`src/rtl/sbox_arb_pkg.sv`:
```
// Shared encodings for the SubBytes share arbiter and its winner-select helper.
// No logic of its own; constants and a key-padding helper only.
// Not applicable (no handshake in a package).
package sbox_arb_pkg;

    // FSM state encoding
    localparam logic [1:0] S_IDLE = 2'd0;
    localparam logic [1:0] S_RUN  = 2'd1;
    localparam logic [1:0] S_DONE = 2'd2;

    // Grant encoding, also used for last_grant
    localparam logic G_STATE = 1'b0;
    localparam logic G_KEY   = 1'b1;

    // Zero bits appended after a 32-bit key word to fill the 128-bit S-box input
    localparam int KEY_PAD_W = 96;

    // Place a key word in bits [0:31] of the S-box input, rest zero
    function automatic logic [0:127] pad_key(input logic [0:31] word);
        return {word, {KEY_PAD_W{1'b0}}};
    endfunction

endpackage

```
`src/rtl/sbox_arb_pick.sv`:
```
// Combinational winner select between state and key requests; SBOX_ARB_ROUND_ROBIN_EN picks policy.
// Latency: zero (pure combinational).
// Backpressure: none; the caller only samples the result while idle.
module sbox_arb_pick
    import sbox_arb_pkg::*;
(
    input  logic st_req,
    input  logic key_req,
    input  logic last_grant,
    output logic any_req,
    output logic winner
);

    assign any_req = st_req | key_req;

`ifdef SBOX_ARB_ROUND_ROBIN_EN
    // Contention goes to the side that was not served last; a lone request always wins
    always_comb begin
        winner = G_STATE;
        if (st_req && key_req) begin
            winner = (last_grant == G_KEY) ? G_STATE : G_KEY;
        end else if (key_req) begin
            winner = G_KEY;
        end
    end
`else
    // Key schedule has absolute priority so it never stalls; history is not consulted
    logic unused_last_grant;
    assign unused_last_grant = last_grant;

    always_comb begin
        winner = G_STATE;
        if (key_req) begin
            winner = G_KEY;
        end
    end
`endif

endmodule

```
`src/rtl/sbox_share_arbiter.sv`:
```
// Shares one SubBytes unit between the 128-bit state path and the 32-bit key SubWord path.
// Latency: result/done visible SBOX_LATENCY edges after the accept edge; one IDLE bubble between jobs.
// Backpressure: done and result hold until the matching ack; the other requester waits meanwhile.
// Build option: define SBOX_ARB_ROUND_ROBIN_EN for round-robin, otherwise KEY has fixed priority.
module sbox_share_arbiter
    import sbox_arb_pkg::*;
#(
    parameter int SBOX_LATENCY = 2,
    parameter int CNT_W        = 5
) (
    input  logic           clock,
    input  logic           reset,
    input  logic           st_req,
    input  logic [0:127]   st_block,
    output logic           st_done,
    output logic [0:127]   st_result,
    input  logic           st_ack,
    input  logic           key_req,
    input  logic [0:31]    key_word,
    output logic           key_done,
    output logic [0:31]    key_result,
    input  logic           key_ack,
    output logic [0:127]   sb_in,
    input  logic [0:127]   sb_out,
    output logic           busy
);

    // Counter value on the edge where sb_out holds the result of the loaded input
    localparam logic [CNT_W-1:0] LAST_CNT = CNT_W'(SBOX_LATENCY - 1);

    logic [1:0]       state;
    logic [CNT_W-1:0] cnt;
    logic             grant;
    logic             last_grant;
    logic             any_req;
    logic             winner;
    logic             ack_hit;

    sbox_arb_pick u_pick (
        .st_req     (st_req),
        .key_req    (key_req),
        .last_grant (last_grant),
        .any_req    (any_req),
        .winner     (winner)
    );

    // Only the granted side's ack can release DONE; a stray ack is ignored
    assign ack_hit = (grant == G_KEY) ? key_ack : st_ack;

    assign busy = (state != S_IDLE);

    // Accept, wait out the S-box latency, capture, then hold the result until acked
    always_ff @(posedge clock or negedge reset) begin
        if (!reset) begin
            state      <= S_IDLE;
            cnt        <= '0;
            grant      <= G_STATE;
            last_grant <= G_KEY;
            sb_in      <= '0;
            st_result  <= '0;
            key_result <= '0;
            st_done    <= 1'b0;
            key_done   <= 1'b0;
        end else begin
            case (state)
                S_IDLE: begin
                    // sb_in is only rewritten on accept so the S-box input stays quiet when idle
                    if (any_req) begin
                        grant <= winner;
                        cnt   <= '0;
                        state <= S_RUN;
                        sb_in <= (winner == G_KEY) ? pad_key(key_word) : st_block;
                    end
                end
                S_RUN: begin
                    cnt <= cnt + CNT_W'(1);
                    if (cnt == LAST_CNT) begin
                        if (grant == G_KEY) begin
                            key_result <= sb_out[0:31];
                            key_done   <= 1'b1;
                        end else begin
                            st_result <= sb_out;
                            st_done   <= 1'b1;
                        end
                        last_grant <= grant;
                        state      <= S_DONE;
                    end
                end
                S_DONE: begin
                    if (ack_hit) begin
                        st_done  <= 1'b0;
                        key_done <= 1'b0;
                        state    <= S_IDLE;
                    end
                end
                default: begin
                    state <= S_IDLE;
                end
            endcase
        end
    end

endmodule

```
`config.mk`:
```
export PLATFORM = sky130hd
export DESIGN_NAME = sbox_share_arbiter
export DESIGN_NICKNAME = d
export VERILOG_FILES = /design/src/rtl/sbox_arb_pkg.sv /design/src/rtl/sbox_arb_pick.sv /design/src/rtl/sbox_share_arbiter.sv
export SDC_FILE = /design/constraint.sdc
export NUM_CORES = 1
export LEC_CHECK = 0
export CAP_MARGIN = 20
export CORE_AREA = 2 2 229 231
export DETAILED_ROUTE_END_ITERATION = 8
export DIE_AREA = 0 0 231 233
export PLACE_DENSITY = 0.58
export SLEW_MARGIN = 20
export SYNTH_ARGS = -nofsm -noshare
export SYNTH_HDL_FRONTEND = slang
export SYNTH_SLANG_ARGS = --single-unit
```
`constraint.sdc`:
```
create_clock -name clock -period 2.3 [get_ports clock]
set_input_delay 0.46 -clock clock [delete_from_list [all_inputs] [get_ports clock]]
set_output_delay 0.46 -clock clock [all_outputs]
set_load 0.05 [all_outputs]
```
-- Yosys cells after proc, flatten, opt, wreduce, memory -nomap -nowiden
Cells that the tools add are included.
- add/subtract/negate cells: 1
- multiply operators: 0
- divide/modulo/power cells: 0
- magnitude comparators: 0
- equality and inequality tests: 8
- shift operators: 0
- multiplexer cells: 16
- bitwise operators: 2
- reduce and logical (&&, ||, !) cells: 11
- operators by type and width (operator ; count):
    $mux W128 ; 1
    $ne A2 B2 Y1 const B ; 5
    $pmux W5 S2 ; 1
    $reduce_and A3 Y1 ; 3
    $reduce_and A4 Y1 ; 2
    $mux W1 ; 7
    $mux W2 ; 3
    $pmux W2 S3 ; 1
    $reduce_bool A2 Y1 ; 3
    $add A5 B1 Y5 const B ; 1
    $eq A5 B1 Y1 const B ; 1
    $mux W5 ; 1
    $pmux W1 S2 ; 2
    $reduce_and A2 Y1 ; 2
    $eq A2 B1 Y1 const B ; 1
    $eq A2 B2 Y1 const B ; 1
    $logic_not A2 Y1 ; 1
    $not A1 Y1 ; 1
    $or A1 B1 Y1 ; 1
- flip-flop bits (word level): 298
- bits in latches: 0
- RAM bits: 0
- ROM bits: 0
- input bits: 294
- output and inout port bits: 291
- word-level logic and storage cells: 46
- memories: 0

-- Logic depth before layout (Yosys ltp)
- depth in word-level cells: 3
- gate-level depth with buffers: 7
- depth with buffers taken out: 5

-- Modules after synthesis
A second synthesis with hierarchy kept.
- cells, all modules: 941
- area total of the unflattened synthesis: 11918.9 um^2
- modules (own cells, without submodules) (module ; times used ; cells an instance ; area an instance (um^2) ; seq. area each (um^2)):
    sbox_share_arbiter ; 1 ; 939 ; 11905.2 ; 7483.4
    sbox_arb_pick ; 1 ; 2 ; 13.8 ; 0.0

-- Least setup slack after synthesis
No wires, ideal clock.
- kind: flip-flop to flip-flop
- start point: register cnt[1]
- end point: register st_result[100] (netlist bit)
- library setup time: 0.125 ns
- arrival time: 1.719 ns
- required time: 2.175 ns
- setup slack: 0.456 ns
- stages on the path, launching flop included: 8
- buffers on the path: 2
- clock period less this slack: 1.844 ns
- cell sequence: dfrtp_1 -> inv_1 -> ha_1 -> nor4b_4 -> nor3b_2 -> buf_4 -> buf_6 -> mux2_2
- cells in the longest elaborated chain, start to end: 2
- RTL lines (element ; RTL line ; RTL):
    start: declaration ; sbox_share_arbiter.sv:32 ; logic [CNT_W-1:0] cnt;
    start signal: assignment ; sbox_share_arbiter.sv:76 ; cnt <= cnt + CNT_W'(1);
    $eq A5 B1 Y1 ; sbox_share_arbiter.sv:77 ; if (cnt == LAST_CNT) begin
    $reduce_and A3 Y1 (no source line) ; - ;
    end signal: assignment ; sbox_share_arbiter.sv:82 ; st_result <= sb_out;
    end: declaration ; sbox_share_arbiter.sv:16 ; output logic [0:127] st_result,
Every way passes these cells.
A chain may end at the register's enable or synchronous reset.

-- Final worst setup path
- start point: register sb_in[125] (netlist bit)
- end point: output sb_in[125] (netlist bit)
- RTL lines (element ; RTL line ; RTL):
    start: declaration ; sbox_share_arbiter.sv:23 ; output logic [0:127] sb_in,
    start signal: assignment ; sbox_share_arbiter.sv:72 ; sb_in <= (winner == G_KEY) ? pad_key(key_word) : st_block;
No word-level cell between the ends.

==> impl_metrics.toml <==
[sta]
setup_viol = 0
hold_viol = 0
max_freq_mhz = 448
holdWs_ps = 380
slew_violations = 0
rsz0062_at_grt = "false"
finalWorstSetupSlack_ps = 66.7
worst_pin_slew_ps = 610
finClkSkew_ps = 11.7
period_needed_ps = 2230
post-route-period-util_pct = 97.1
tns_ps = 0
max_slew_margin_pct = 59.2

[floorplanning]
coreArea_sq_um = 51100
die_w_um = 231
rows = 83
fp.dieH_um = 233
ios = 585
initial_core_util_pct = 22.1
dieArea_sq_um = 53800

[power_and_ir_drop]
swShare_pct = 46.6
powerDensity_nw_per_um2 = 1780
clockPowerShare_pct = 16.5
pwr-share-seq_pct = 26.9
max-vdd-ir-drop_mv = 0.856
p_comb_share_pct = 56.6
power.switching_mw = 16.2
intPower_mw = 18.5
power_mw = 34.7
p_leak_nw = 8.20

[worst_setup_path]
path_cells = "clkdlybuf4s50_1"
r2r-start = "cnt[1]$_DFFE_PN0P_"
cp_slowest_stage_delay_ps = 850
crit_arrival_ps = 1770
cp-start-kind = "flip-flop"
critPathCaptureType = "output pin"
cp_slowest_cell = "clkdlybuf4s50_1"
critPathKind = "reg2out"
worstPathRequired_ps = 1840
startpoint = "sb_in[125]$_DFFE_PN0P_"
path_delay_family = "buffers and inverters"
path_buf_inv = 1
path_max_fanout = 2

[synthesis]
synthTopCellsByArea = "dfrtp_1, mux2_2, a22o_1"
netlist_area_sq_um = 11300
synth_ff_type = "dfrtp_1"
synth_top_area_share_pct = 66.0
ys_ff_latch = 298
yosysMostFrequentCell = "dfrtp_1"
syn_area_per_cell_sq_um = 15.3
postSynthCellCount = 737
synth_fp_nets = 1033
yosys.area.top_type = "dfrtp_1"
synth-edff-count = 0
synthTopCellsByCount = "dfrtp_1, mux2_2, a22o_1"
yosys.cell_types.count = 28
yosysWarnings = 0
async_flop_share_pct = 100
ys_seq_area_share_pct = 66.0

[layout]
n_antenna_cell = 0
fin_nets = 1644
area_delta_synth_final_pct = 72.1
nFillCells = 4898
drive_gt1_share_pct = 19.7
post-route-util_pct = 38.1

[routing]
wl_per_cell_um = 17.8
drt-initial-drc-count = 262
drc = 0
num_vias = 8546
routed_via_density = 4.16
drt_pass1_iterations = 4
finalWirelength_um = 36500
ant_nets = 0

[grt]
grt_use_met2_pct = 22.6
grt_use_met1_pct = 15.5
grt_util_met3_pct = 4.71
busiest_layer = "met2"
gr-total-overflow = 0
grt.total_usage_pct = 13.2
grt_pass1_wl_um = 55300
grt_pass1_vias = 9376
antenna_found_initial = 2
grt_max_degree = 63

[clock_network]
cts_tree = "yes"
cts_setup_buffers = 0
cts_max_level = 2
cts-root-buf = "clkbuf_16"
cts.path.max_buffers = 3
numCtsBuffers = 35
clk_latency_ps = 530
clkTransAtPathRegs_ps = 60
clock_sinks = 298

[flow_run]
cap_violations = 0

[placed_design]
detailed_place_hpwl_um = 27400
io_buffers = 584
pre_cts_ws_ps = 249
gp_congestion = 0.759

[min_path]
hold_class = "in2reg"
min_from = "key_req"

[status]
outcome = "finished clean"
-- cells in the final DEF (no fill, tap or decap), types with 2 or more instances in the layout --
| master | n |
|---|---|
| o21ai_0 | 69 |
| clkinvlp_4 | 2 |
| clkbuf_1 | 7 |
| inv_1 | 2 |
| dfrtp_1 | 298 |
| o31ai_1 | 2 |
| a22o_1 | 97 |
| mux2i_1 | 34 |
| clkinv_2 | 2 |
| clkbuf_8 | 10 |
| mux2_2 | 162 |
| buf_4 | 25 |
| nor3b_4 | 2 |
| clkbuf_16 | 36 |
| nand4_1 | 2 |
| dlygate4sd2_1 | 4 |
| bufinv_16 | 3 |
| clkdlybuf4s50_1 | 575 |
| nand2_1 | 2 |
| buf_12 | 16 |
| ha_1 | 2 |
-- flip-flops by register name, summed over array words and instances (netlist names) --
register    flops
grant           1
key_result     32
sb_in         128
st_result     128
cnt             5
state           2
st_done         1
key_done        1
-- through the flow --
step	instance area [sq um]	cells
after floorplan	11300	737
after global placement	18200	1990
after detailed placement	18200	1990
after CTS	19500	2053
after global routing	19500	2053
final	19500	2053
-- worst paths after layout --
check,to,slack (ps),cells after the start
worst max-delay path,sb_in[125],70,1
worst min-delay path,state[0]$_DFFE_PN0P_,380,3
worst max register to register,st_result[73]$_DFFE_PN0P_,300,7
worst min register to register,key_done$_DFFE_PN0P_,490,1
max in group asynchronous,sb_in[108]$_DFFE_PN0P_,1110,3
min in group asynchronous,st_result[10]$_DFFE_PN0P_,500,2
-- power by group through the flow --
stage	Sequential (mW)	Combinational, mW	Clock, mW
floorplan	18.1	3.61	0
finish	9.33	19.6	5.74
CTS	9.37	19.8	5.93
global route	9.71	20.5	6.16
detailed placement	9.36	19.9	0
global placement	9.36	19.7	0
-- layout make-up --
class | instances | area, sq um | share of cell area (%)
Clock buffer | 53 | 1060 | 5.47
Clock inverter | 9 | 140 | 0.720
Inverter | 3 | 11.3 | 0.0579
Multi-Input combinational cell | 385 | 3580 | 18.4
Sequential cell | 298 | 7460 | 38.3
Tap cell | 680 | 851 | 4.37
Timing Repair Buffer | 625 | 6350 | 32.6
-- cell families (layout without fill, tap and decap cells) --
group                      count (synthesis)  in the layout  synth area share (%)
DFF                                      298            298                  66.0
AOI/OAI and AO/OA                        174            174                  11.1
adders and majority gates                  2              2                 0.221
and+or+nand+nor                           13             13                 0.896
buffers and inverters                     54            690                  2.69
muxes                                    196            196                  19.1
-- routing by layer --
metal,wire (um),up-vias
met3,3240,54
li1,-,3933
met5,26,-
met4,810,4
met2,17900,382
met1,14600,4173
-- repair_timing --
| action | in CTS | in global routing |
|---|---|---|
| gates resized for setup | 6 | 2 |
| hold endpoints to repair | 49 | 0 |
| endpoints found under the setup margin | 5 | 2 |
| hold buffers | 1 | 0 |
| gates cloned | 0 | 0 |
-- worst register-to-register path, cell delays in order, from the launching register on --
cell,delay (ps)
dfrtp_1,410
inv_1,70
ha_1,140
nor4b_4,210
nor3b_4,260
buf_12,220
buf_12,230
mux2_2,360
Note: power is estimated with default switching activity, not from simulation.
